File: config.mk
export PLATFORM = sky130hd
export DESIGN_NAME = dmem_block_mover
export DESIGN_NICKNAME = d
export VERILOG_FILES = /design/src/rtl/dmem_block_mover.sv
export SDC_FILE = /design/constraint.sdc
export NUM_CORES = 1
export LEC_CHECK = 0
export BUFFER_PORTS_ARGS = -buffer_cell sky130_fd_sc_hd__buf_4
export CAP_MARGIN = 30
export CORE_AREA = 8 8 113 89
export DETAILED_ROUTE_END_ITERATION = 10
export DIE_AREA = 0 0 121 97
export GPL_TIMING_DRIVEN = 0
export PLACE_DENSITY_LB_ADDON = 0.1
export SKIP_LAST_GASP = 1
export SYNTH_ARGS = -nofsm -noshare
export SYNTH_HDL_FRONTEND = slang
export SYNTH_SLANG_ARGS = --single-unit
File: constraint.sdc
create_clock -name Clk -period 3.84 [get_ports Clk]
set_clock_uncertainty 0.05 [all_clocks]
set_input_delay 0 -clock Clk [delete_from_list [all_inputs] [get_ports Clk]]
set_output_delay 0 -clock Clk [all_outputs]
set_load 0.01 [all_outputs]
File: src/rtl/dmem_block_mover.sv
// Block copy/fill engine in front of the data memory: passes CPU loads/stores through
// when idle, otherwise owns the memory port and stalls the CPU until the transfer ends.
module dmem_block_mover #(
    parameter int AW = 8,
    parameter int DW = 8
) (
    input  logic          Clk,
    input  logic          Reset,
    input  logic          Start,
    input  logic          Op,
    input  logic [AW-1:0] SrcAddr,
    input  logic [AW-1:0] DstAddr,
    input  logic [AW-1:0] Len,
    input  logic [DW-1:0] FillData,
    input  logic          CPU_MemRead,
    input  logic          CPU_MemWrite,
    input  logic [AW-1:0] CPU_Addr,
    input  logic [DW-1:0] CPU_WData,
    output logic [DW-1:0] CPU_RData,
    output logic          Stall,
    output logic          Busy,
    output logic          Done,
    output logic          MEM_READ,
    output logic          MEM_WRITE,
    output logic [AW-1:0] MEM_Addr,
    output logic [DW-1:0] MEM_WData,
    input  logic [DW-1:0] MEM_RData,
    output logic [1:0]    dbg_state
);

    typedef enum logic [1:0] {
        S_IDLE = 2'd0,
        S_RD   = 2'd1,
        S_WR   = 2'd2,
        S_DONE = 2'd3
    } state_t;

    state_t        state_q, state_d;
    logic          op_q, op_d;
    logic [AW-1:0] src_q, src_d;
    logic [AW-1:0] dst_q, dst_d;
    logic [AW-1:0] len_q, len_d;
    logic [AW-1:0] idx_q, idx_d;
    logic [DW-1:0] data_buf_q, data_buf_d;
    logic [DW-1:0] fill_q, fill_d;

    always_ff @(posedge Clk or posedge Reset) begin
        if (Reset) begin
            state_q    <= S_IDLE;
            op_q       <= 1'b0;
            src_q      <= '0;
            dst_q      <= '0;
            len_q      <= '0;
            idx_q      <= '0;
            data_buf_q <= '0;
            fill_q     <= '0;
        end else begin
            state_q    <= state_d;
            op_q       <= op_d;
            src_q      <= src_d;
            dst_q      <= dst_d;
            len_q      <= len_d;
            idx_q      <= idx_d;
            data_buf_q <= data_buf_d;
            fill_q     <= fill_d;
        end
    end

    // Start is a single-cycle request honoured only in IDLE; Done pulses once when
    // the engine returns the port, and the next Start is taken the cycle after.
    always_comb begin
        state_d    = state_q;
        op_d       = op_q;
        src_d      = src_q;
        dst_d      = dst_q;
        len_d      = len_q;
        idx_d      = idx_q;
        data_buf_d = data_buf_q;
        fill_d     = fill_q;
        case (state_q)
            S_IDLE: begin
                if (Start) begin
                    op_d   = Op;
                    src_d  = SrcAddr;
                    dst_d  = DstAddr;
                    len_d  = Len;
                    fill_d = FillData;
                    idx_d  = '0;
                    if (Len == '0)   state_d = S_DONE;
                    else if (Op)     state_d = S_WR;
                    else             state_d = S_RD;
                end
            end
            S_RD: begin
                data_buf_d = MEM_RData;
                state_d    = S_WR;
            end
            S_WR: begin
                if (idx_q == len_q - AW'(1)) begin
                    state_d = S_DONE;
                end else begin
                    idx_d   = idx_q + AW'(1);
                    state_d = op_q ? S_WR : S_RD;
                end
            end
            S_DONE:  state_d = S_IDLE;
            default: state_d = S_IDLE;
        endcase
    end

    // Memory port mux kept apart from next-state logic so the read-data path
    // never loops back through the address select.
    always_comb begin
        MEM_READ  = 1'b0;
        MEM_WRITE = 1'b0;
        MEM_Addr  = '0;
        MEM_WData = '0;
        case (state_q)
            S_IDLE: begin
                MEM_READ  = CPU_MemRead;
                MEM_WRITE = CPU_MemWrite;
                MEM_Addr  = CPU_Addr;
                MEM_WData = CPU_WData;
            end
            S_RD: begin
                MEM_READ = 1'b1;
                MEM_Addr = src_q + idx_q;
            end
            S_WR: begin
                MEM_WRITE = 1'b1;
                MEM_Addr  = dst_q + idx_q;
                MEM_WData = op_q ? fill_q : data_buf_q;
            end
            default: ;
        endcase
    end

    assign Busy      = (state_q != S_IDLE);
    assign Stall     = Busy;
    assign Done      = (state_q == S_DONE);
    assign CPU_RData = MEM_RData;
    assign dbg_state = state_q;

endmodule

# == After elaboration in Yosys (flattened, before gate mapping) ==
# Cells that the tools add are included.
# classes
addsub,4
eq_ne,6
n_mux,14
n_reduce_logical,6
# ops
cell,n
one-hot mux 8 bit (2 select lines),2
two-way mux 8 bit,3
one-hot mux 8 bit (3 select lines),1
adder 8 bit,2
two-way mux 2 bit,5
"adder 8 x 1 -> 8 bit, second input constant",1
equality test 8 bit,1
zero test 8 bit,1
one-hot mux 2 bit (4 select lines),1
"subtractor 8 x 1 -> 8 bit, second input constant",1
"equality test 2 bit, second input constant",2
"inequality test 2 bit, second input constant",2
one-hot mux 1 bit (2 select lines),2
nonzero test 2 bit,2
AND reduction 3 bit,1
"equality test 2 x 1 -> 1 bit, second input constant",1
zero test 2 bit,1
AND reduction 2 bit,1
# totals
reg_bits,51
inputBits,62
output_inout_bits,31
wordCells,38

# == Logic depth before layout (Yosys ltp) ==
# Gate-level depths: netlist (run 1).
# depth
depth_word,4
depth_mapped,14
depth_no_buf,12

# == Least setup slack after synthesis (run 1) ==
# OpenSTA, ideal clock, no wires.
# synth_timing
kind,register to output
startpoint,reg state_q[0] (netlist: dbg_state[0])
endpoint,out MEM_Addr[6]
arrival_ns,3.208
t_required_ns,3.790
slack_ns,0.582
path_stages_with_launch,14
path_buffers,2
cell_sequence,dfrtp_1 -> inv_1 -> ha_1 -> clkbuf_1 -> clkbuf_1 -> mux2_2 -> ha_1 -> inv_1 -> fa_1 -> nor2b_1 -> o21ai_0 -> a21boi_0 -> o21a_1 -> o311ai_0
# synth_via
elab_chain_cells,2
word_cells_on_any_way,4
classes_between,eq/ne: 2; mux: 1; reduce/logical: 1
# synth_lines
item,line_no,rtl
start: declaration,38,"state_t state_q, state_d;"
start signal: assignment,58,state_q <= state_d;
equality test 2 bit (tied with other cells),118,case (state_q)
one-hot mux 8 bit (3 select lines) *,118,
end: declaration,25,"output logic [AW-1:0] MEM_Addr,"
# Mark *: on every way between the ends. The rest lies on a longest branch, timed or not.

# == Final worst setup path (run 1) ==
# layout_timing
startpoint,reg state_q[0] (netlist: dbg_state[0])
endpoint,out MEM_Addr[7]
# The elaborated chain is that of the path after synthesis.

==> metrics.log, run 1 <==
INFO  metric status = complete, no violations
INFO  metric grt_antenna_before_repair = 0
INFO  metric clkLatencyLatePin = 0.30 ns
INFO  metric slew_headroom = 0.540
INFO  metric gr_ovfl_total = 0
INFO  metric netlist.area_leader.share = 0.398
INFO  metric dieArea = 11700 sq um
INFO  metric cts_tree = yes
INFO  metric timing_worst_slew_pin_value = 0.690 ns
INFO  metric groute.layer.met3.usage = 0.0343
INFO  metric clkSinkCount = 51
INFO  metric multi_input_comb_area = between 1500 and 2000 sq um
INFO  metric die_w = 121 um
INFO  metric ys_async_sr_fraction = 1.00
INFO  metric synthToLayoutAreaGrowth = 43.4%
INFO  metric cell_area_after_synthesis = 3210 sq um
INFO  metric hold_path_end = MEM_READ
INFO  metric start_kind = flop
INFO  metric core_region_area = 8240 sq um
INFO  metric grt_setup_unrepaired = no
INFO  metric clk_root_buffer_cell = clkbuf_8
INFO  metric overall_via_count_from_detail_route = approximately 2700
INFO  metric all_layer_global_routing_usage = 0.152
INFO  metric wp_data_arrival = 3.54 ns
INFO  metric final_max_slew_viol_count = 0
INFO  metric post-route-min-period = 3.59 ns
INFO  metric wire_per_inst = approximately 16 um
INFO  metric clk_pin_slew_worst_paths = around 0.09 ns
INFO  metric cts_buffers = 5
INFO  metric met2_usage_in_global_routing = 0.247
INFO  metric timing.max_cap.violations = 0
INFO  metric cts.path.max_buffers = 2
INFO  metric cts-htree-levels = 2
INFO  metric timing.final.hold_violations = 0
INFO  metric route.antenna.remaining_nets = 0
INFO  metric effective_utilization_at_floorplan = 0.389
INFO  metric critical-path-top-delay-family = compound AO/OA/AOI/OAI gates
INFO  metric port_buffers = between 90 and 100
INFO  metric edff_count_synth = 0
INFO  metric power_density = between 700 and 800 nW/um^2
INFO  metric synth_top_cell_by_area = dfrtp_1
INFO  metric synth_area_per_cell = 10.9 sq um
INFO  metric gpl.final_weighted_congestion = 0.813
INFO  metric ys_top_cells_by_count = 56 x mux2_2, 51 x dfrtp_1, 16 x nand2_1
INFO  metric post-route-period-util = 0.935
INFO  metric static-leakage-power = 2.14 nW
INFO  metric use_met1 = 0.199
INFO  metric yosysMostFrequentCell = mux2_2
INFO  metric r2r-start = len_q[0]
INFO  metric sequential_element_share_of_the_synthesized_area = 0.398
INFO  metric post_route_cells_drive_above_1_share = 0.400
INFO  metric number_of_buffer_and_inverter_stages_on_the_critical_path = 4
INFO  metric area_taken_by_flip_flops_and_latches = 1280 sq um
INFO  metric io_count = 93
INFO  metric grt_pass1_vias = between 2000 and 3000
INFO  metric post_synth_num_cell_types = 54
INFO  metric post_synth_inst_count = 295
INFO  metric cp.required = 3.79 ns
INFO  metric post-route-drc-count = 0
INFO  metric worstSetupEndpointType = output pin
INFO  metric min-delay-start = CPU_MemRead
INFO  metric synth_warnings = 0
INFO  metric most_used_flip_flop_cell_after_synthesis = dfrtp_1
INFO  metric totalWireLength = 8.74 mm
INFO  metric cp_max_fo = 10
INFO  metric fin_hold_ws = around 0.24 ns
INFO  metric grt_busiest_layer = met2
INFO  metric dr.first_iter.drc_count = 84
INFO  metric synthTopCellsByArea = dfrtp_1 40%, mux2_2 20%, ha_1 5.1%
INFO  metric grt_max_degree = 28
INFO  metric setup_viol_count_final = 0
INFO  metric r2r_setup_slack = 1.34 ns
INFO  metric number_of_nets_in_the_layout = 514
INFO  metric worst_path_max_delay_cell = dfrtp_1
INFO  metric fin_total_pwr = 3.25 mW
INFO  metric critical_path.reg2reg.endpoint = idx_q[0]
INFO  metric viasPerCell = 4.90
INFO  metric drt_pass1_iterations = 4
INFO  metric final.fill_count = 710
INFO  metric grt_pass1_wl = 14.4 mm
INFO  metric maxClockFrequency = 278 MHz
INFO  metric mappedNetlistNets = 371
INFO  metric dpl.hpwl = about 6.7 mm
INFO  metric n_antenna_cell = 0
INFO  metric hp-class = in -> out
INFO  metric vdd_ir_drop_max = 0.438 mV
INFO  metric timing.reg2reg.worst_path_depth = 8
INFO  metric crit_path_cell_trace = inv_1 -> ha_2 -> clkbuf_4 -> buf_4 -> mux2_2 -> ha_1 -> a21o_1 -> a21oi_1 -> o211ai_1 -> a21o_1 -> a21o_1 -> a221o_1 -> buf_4
INFO  metric std_cell_rows = 29
INFO  metric die-height = 97 um
INFO  metric timing_worst_setup_path_type = reg -> out
INFO  metric post-route-util = 0.558
INFO  metric cp_common_cell = a21o_1
INFO  metric min_delay_path_depth = 3
INFO  metric yosys_register_bits = 51
INFO  metric cpPeakStageDelay = between 0.4 and 0.5 ns
INFO  metric cts_setup_buffers = 0
[worst register-to-register path, delay by kind of cell (launching register included)]
| family | cells | cell delay, ns |
|---|---|---|
| simple gates | 2 | 0.67 |
| mux | 1 | 0.33 |
| compound gates | 3 | 0.60 |
| fa+ha+maj | 1 | 0.21 |
| buf+inv | 1 | 0.08 |
| flops | 1 | 0.44 |
[stage by stage]
step | instance area [sq um] | instances | setup slack, ns | TNS [ns]
floorplan | 3210 | 295 | 0.582 | 0
global placement | 4030 | 495 | 0.0226 | 0
detailed placement | 4050 | 496 | -0.0341 | -0.0374
CTS | 4590 | 546 | 0.00510 | 0
global route | 4600 | 546 | 0.0182 | 0
finish | 4600 | 546 | 0.248 | 0
[power by group]
part | internal, mW | leakage [nW] | total [mW] | switching [mW]
registers | 0.780 | 0.617 | 0.962 | 0.182
logic | 1.02 | 1.47 | 1.91 | 0.891
clock network | 0.191 | 0.0502 | 0.372 | 0.181
total | 1.99 | 2.14 | 3.25 | 1.25
[layer usage]
layer | wire length, um | part of all wire
met2 | 4180 | 0.48
met4 | 87 | 0.010
met3 | 359 | 0.041
met1 | 4110 | 0.47
met5 | 0 | 0
[area by class of cell]
type | count | share of cell area
tap | 108 | 0.0294
timing repair buffer | 136 | 0.248
inverter | 12 | 0.00979
multi-input combinational | 208 | 0.382
clock inverter | 2 | 0.00816
clock buffer | 5 | 0.0150
buffer | 24 | 0.0305
sequential | 51 | 0.277
[cells by family after synthesis]
| group | count (synthesis) | synth area share |
|---|---|---|
| flip-flops | 51 | 0.398 |
| XOR/XNOR | 12 | 0.0328 |
| adder cells (fa/ha/maj) | 14 | 0.0570 |
| AO/OA/AOI/OAI | 54 | 0.129 |
| AND/OR/NAND/NOR | 66 | 0.112 |
| multiplexers | 62 | 0.216 |
| buffers and inverters | 36 | 0.0554 |
[layout by cell type, fill, tap and decap left out, drive strengths merged, types with 3 or more instances in the layout]
| cell | n |
|---|---|
| nor2 | 11 |
| mux2i | 5 |
| nand2 | 16 |
| nand3b | 3 |
| a22o | 9 |
| xnor2 | 6 |
| nor3b | 4 |
| clkbuf | 15 |
| nand2b | 7 |
| and2 | 3 |
| dlygate4sd3 | 43 |
| ha | 13 |
| nor3 | 3 |
| nor2b | 4 |
| o21ai | 4 |
| a211oi | 3 |
| mux2 | 57 |
| xor2 | 6 |
| dfrtp | 51 |
| a21o | 6 |
| nand4 | 3 |
| a21oi | 10 |
| buf | 107 |
| inv | 12 |
| a22oi | 4 |
[worst max path at each step]
stage	to	cells after the start	start
2_1_floorplan	MEM_Addr[6]	13	dbg_state[0]
3_3_place_gp	MEM_Addr[7]	13	dbg_state[0]
3_5_place_dp	MEM_Addr[7]	13	dbg_state[0]
4_1_cts	MEM_Addr[7]	13	dbg_state[0]
5_1_grt	MEM_Addr[7]	13	dbg_state[0]
6_report	MEM_Addr[7]	13	dbg_state[0]
[registers in the layout, summed over array words and instances (netlist names)]
signal,count
dst_q,8
dbg_state,2
len_q,8
fill_q,8
idx_q,8
op_q,1
src_q,8
data_buf_q,8
[repair_timing]
action | CTS | global route
gates resized for setup | 2 | 7
hold endpoints to repair | 68 | 0
gates cloned | 0 | 0
hold buffers | 43 | 0
setup endpoints to repair | 4 | 3
Note: power is estimated with default switching activity, not from simulation.
==> run 2: changes to the inputs <==
ABC_AREA = 1   (was not set)
CORE_AREA = 8 8 114 90   (was 8 8 113 89)
DIE_AREA = 0 0 122 98   (was 0 0 121 97)
==> metrics.log, run 2 <==
INFO  metric static-leakage-power = 2.49 nW (was 2.14 nW)
INFO  metric cp_max_fo = 10 (unchanged)
INFO  metric slew_headroom = 0.609 (was 0.540)
INFO  metric power_frac_clock = 0.328 (was 0.115)
INFO  metric post-route-min-period = 3.34 ns (was 3.59 ns)
INFO  metric start_kind = flop (unchanged)
INFO  metric post_synth_inst_count = 473 (was 295)
INFO  metric drt_pass1_iterations = 6 (was 4)
INFO  metric effective_utilization_at_floorplan = 0.383 (was 0.389)
INFO  metric cts_buffers = 5 (unchanged)
INFO  metric most_used_flip_flop_cell_after_synthesis = dfrtp_1 (unchanged)
INFO  metric power.share.sequential = 0.550 (was 0.296)
INFO  metric final_max_slew_viol_count = 0 (unchanged)
INFO  metric power_switching_share = 0.236 (was 0.386)
INFO  metric number_of_nets_in_the_layout = 692 (was 514)
INFO  metric cpPeakStageDelay = 0.48 ns (was 0.45 ns)
INFO  metric critical_path.reg2reg.endpoint = fill_q[4] (was idx_q[0])
INFO  metric r2r_setup_slack = 1.77 ns (was 1.34 ns)
INFO  metric dpl.hpwl = 7.64 mm (was 6.73 mm)
INFO  metric synthToLayoutAreaGrowth = 41.7% (was 43.4%)
INFO  metric synth_area_per_cell = 6.95 sq um (was 10.9 sq um)
INFO  metric die-height = 98 um (was 97 um)
INFO  metric worst_path_max_delay_cell = clkbuf_1 (was dfrtp_1)
INFO  metric clk_root_buffer_cell = clkbuf_8 (unchanged)
INFO  metric route.antenna.remaining_nets = 0 (unchanged)
INFO  metric edff_count_synth = 0 (unchanged)
INFO  metric grt_antenna_before_repair = 0 (unchanged)
INFO  metric clkLatencyLatePin = 0.31 ns (was 0.30 ns)
INFO  metric vdd_ir_drop_max = 0.144 mV (was 0.438 mV)
INFO  metric layout_commonest_cell = nand2_1 (was buf_4)
INFO  metric gr_ovfl_total = 0 (unchanged)
INFO  metric die_w = 122 um (was 121 um)
INFO  metric io_count = 93 (unchanged)
INFO  metric post-route-period-util = 0.869 (was 0.935)
INFO  metric stdcell_count = 729 (was 546)
INFO  metric port_buffers = 92 (unchanged)
INFO  metric core_region_area = 8600 sq um (was 8240 sq um)
INFO  metric clk_pin_slew_worst_paths = 0.10 ns (was 0.09 ns)
INFO  metric r2r-start = dbg_state[0] (was len_q[0])
INFO  metric post_synth_num_cell_types = 35 (was 54)
INFO  metric timing.reg2reg.worst_path_depth = 7 (was 8)
INFO  metric netlist.area_leader.share = 0.388 (was 0.398)
INFO  metric overall_via_count_from_detail_route = 3400 (was 2678)
INFO  metric timing.max_cap.violations = 0 (unchanged)
INFO  metric comb_power_share = 0.122 (was 0.589)
INFO  metric cp.required = 3.79 ns (about the same)
INFO  metric dieArea = 12000 sq um (was 11700 sq um)
INFO  metric totalWireLength = 9.85 mm (was 8.74 mm)
INFO  metric timing_worst_setup_path_type = reg -> out (unchanged)
INFO  metric cts.path.max_buffers = 2 (unchanged)
INFO  metric cts.repair.resized = 0 (was 2)
INFO  metric clkSinkCount = 51 (unchanged)
INFO  metric std_cell_rows = 30 (was 29)
INFO  metric timing_worst_slew_pin_value = 0.587 ns (was 0.690 ns)
INFO  metric power_density = 212 nW/um^2 (was 706 nW/um^2)
INFO  metric synth_top_family_by_area = simple AND/OR/NAND/NOR gates (was multiplexers)
INFO  metric grt_setup_unrepaired = no (unchanged)
INFO  metric cts-htree-levels = 2 (unchanged)
INFO  metric most-common-layout-cells = 187 x nand2_1, 101 x buf_4, 51 x dfrtp_1 (was 102 x buf_4, 56 x mux2_2, 51 x dfrtp_1)
INFO  metric yosys_register_bits = 51 (unchanged)
INFO  metric wp_data_arrival = 3.29 ns (was 3.54 ns)
INFO  metric grt_max_degree = 34 (was 28)
INFO  metric cp_common_cell = inv_1 (was a21o_1)
INFO  metric sequential_element_share_of_the_synthesized_area = 0.388 (was 0.398)
INFO  metric cts_setup_buffers = 0 (unchanged)
INFO  metric worst_setup_timing_slack_at_the_placement_stage = 0.848 ns (was -0.0341 ns)
INFO  metric maxClockFrequency = 300 MHz (was 278 MHz)
INFO  metric cellInternalPower = 754 uW (was 1.99 mW)
INFO  metric post-route-drc-count = 0 (unchanged)
INFO  metric setup_viol_count_final = 0 (unchanged)
INFO  metric fin_total_pwr = 987 uW (was 3.25 mW)
INFO  metric all_layer_global_routing_usage = 0.171 (was 0.152)
INFO  metric timing.final.hold_violations = 0 (unchanged)
INFO  metric viasPerCell = 4.66 (was 4.90)
INFO  metric mappedNetlistNets = 549 (was 371)
INFO  metric ys_async_sr_fraction = 1.00 (unchanged)
INFO  metric post_synth_fa_ha_maj_area_fraction = 0.0555 (was 0.0570)
INFO  metric dp_cells = 678 (was 496)
INFO  metric synth_top_cell_by_area = dfrtp_1 (unchanged)
INFO  metric grt_pass1_vias = 3492 (was 2864)
INFO  metric grt_pass1_wl = 16.9 mm (was 14.4 mm)
INFO  metric wire_per_inst = 13.5 um (was 16.0 um)
INFO  metric ys_top_cells_by_count = 187 x nand2_1, 51 x dfrtp_1, 45 x inv_1 (was 56 x mux2_2, 51 x dfrtp_1, 16 x nand2_1)
INFO  metric status = complete, no violations (unchanged)
INFO  metric cts_tree = yes (unchanged)
INFO  metric fin_hold_ws = 0.217 ns (was 0.244 ns)
INFO  metric synth_xor_xnor_area_share = 0.0240 (was 0.0328)
INFO  metric n_antenna_cell = 0 (unchanged)
INFO  metric dr.first_iter.drc_count = 201 (was 84)
INFO  metric gpl.final_weighted_congestion = 0.858 (was 0.813)
INFO  metric cell_area_after_synthesis = 3290 sq um (was 3210 sq um)
INFO  metric synth_warnings = 0 (unchanged)
INFO  metric worstSetupEndpointType = output pin (unchanged)
INFO  metric power_switching = 233 uW (was 1.25 mW)
INFO  metric synth-simple-area-share = 0.334 (was 0.112)
INFO  metric hp-class = in -> async (was in -> out)
INFO  metric synth.mux.area_fraction = 0 (was 0.216)
INFO  metric synthTopCellsByArea = dfrtp_1 39%, nand2_1 21%, o21ai_0 6.1% (was dfrtp_1 40%, mux2_2 20%, ha_1 5.1%)
INFO  metric post_route_cells_drive_above_1_share = 0.203 (was 0.400)
INFO  metric synth_compound_area_frac = 0.103 (was 0.129)
INFO  metric finalSetupTns = 0 ns (unchanged)
INFO  metric crit_path_cell_trace = inv_1 -> ha_1 -> inv_1 -> clkbuf_1 -> nand2_1 -> nand2_1 -> ha_1 -> inv_1 -> fa_1 -> inv_1 -> nand4_1 -> nand3_1 -> a21oi_1 -> o21ai_0 -> a21oi_1 -> buf_4 (was inv_1 -> ha_2 -> clkbuf_4 -> buf_4 -> mux2_2 -> ha_1 -> a21o_1 -> a21oi_1 -> o211ai_1 -> a21o_1 -> a21o_1 -> a221o_1 -> buf_4)
INFO  metric yosysMostFrequentCell = nand2_1 (was mux2_2)
INFO  metric postLayoutSetupSlackWorst = 0.503 ns (was 0.248 ns)
==> run 2: cell count changes in the layout (fill, tap and decap cells not counted), moves of 7 or more <==
cell,previous run,this run
nor2_1,11,30
nand2_1,16,187
nand3_1,2,20
mux2_2,56,0
a22o_1,9,0
inv_1,11,44
o21ai_0,4,40
nand2b_1,7,0
==> run 2: kinds of logic after synthesis <==
group | after synthesis
compound gates | 64
xor+xnor | 9
fa+ha+maj | 14
buf+inv | 73
flops | 51
simple gates | 262
==> run 2: through the flow <==
step                      area, sq um   util
after floorplan                  3290      -
after global placement           4120  0.479
after detailed placement         4140  0.482
after CTS                        4660  0.542
after global routing             4660  0.542
final                            4660  0.542
==> run 2: worst max path at each step <==
stage / start / end / slack (ns) / cells past startpoint
detailed placement: dbg_state[0] / MEM_Addr[6] / 0.85 / 16
floorplan: dbg_state[0] / MEM_Addr[6] / 1.35 / 14
global placement: dbg_state[0] / MEM_Addr[6] / 0.89 / 16
global route: dbg_state[0] / MEM_Addr[6] / 0.20 / 16
CTS: dbg_state[0] / MEM_Addr[6] / 0.49 / 16
finish: dbg_state[0] / MEM_Addr[6] / 0.50 / 16
==> run 2: power groups by stage <==
stage                     logic, mW  clock network (mW)  registers (mW)
after global placement       0.0817                   0           0.554
after CTS                     0.121               0.333           0.543
final                         0.120               0.324           0.543
after detailed placement     0.0859                   0           0.553
after floorplan              0.0219                   0           0.553
after global routing          0.131               0.357           0.544
==> run 2: cell type report <==
cell class,count,area (sq um)
Clock buffer,6,72.6
Inverter,47,176
Sequential cell,51,1280
Timing Repair Buffer,136,1140
Fill cell,840,3940
Multi-Input combinational cell,349,1700
Tap cell,112,140
Buffer,26,135
Clock inverter,2,16.3
==> run 2: critical path: cells and delay by family (launching register included) <==
kind | cells | cell delay (ns)
flip-flops | 1 | 0.43
AND/OR/NAND/NOR | 4 | 0.40
adder cells (fa/ha/maj) | 3 | 0.85
AO/OA/AOI/OAI | 3 | 0.21
buffers and inverters | 6 | 1.08
==> run 2: metal layers <==
layer | wire, um | part of all wire | vias up | track usage
met5 | 0 | 0 | - | 0
met2 | 4560 | 0.46 | 66 | 0.272
met1 | 4690 | 0.48 | 1551 | 0.233
met3 | 521 | 0.053 | 8 | 0.0375
li1 | - | - | 1775 | -
met4 | 76 | 0.0077 | 0 | 0.0331
==> run 2: what timing repair did <==
item,4_1_cts,5_1_grt
endpoints found under the hold margin,60,0
endpoints found under the setup margin,0,0
hold buffers,43,0
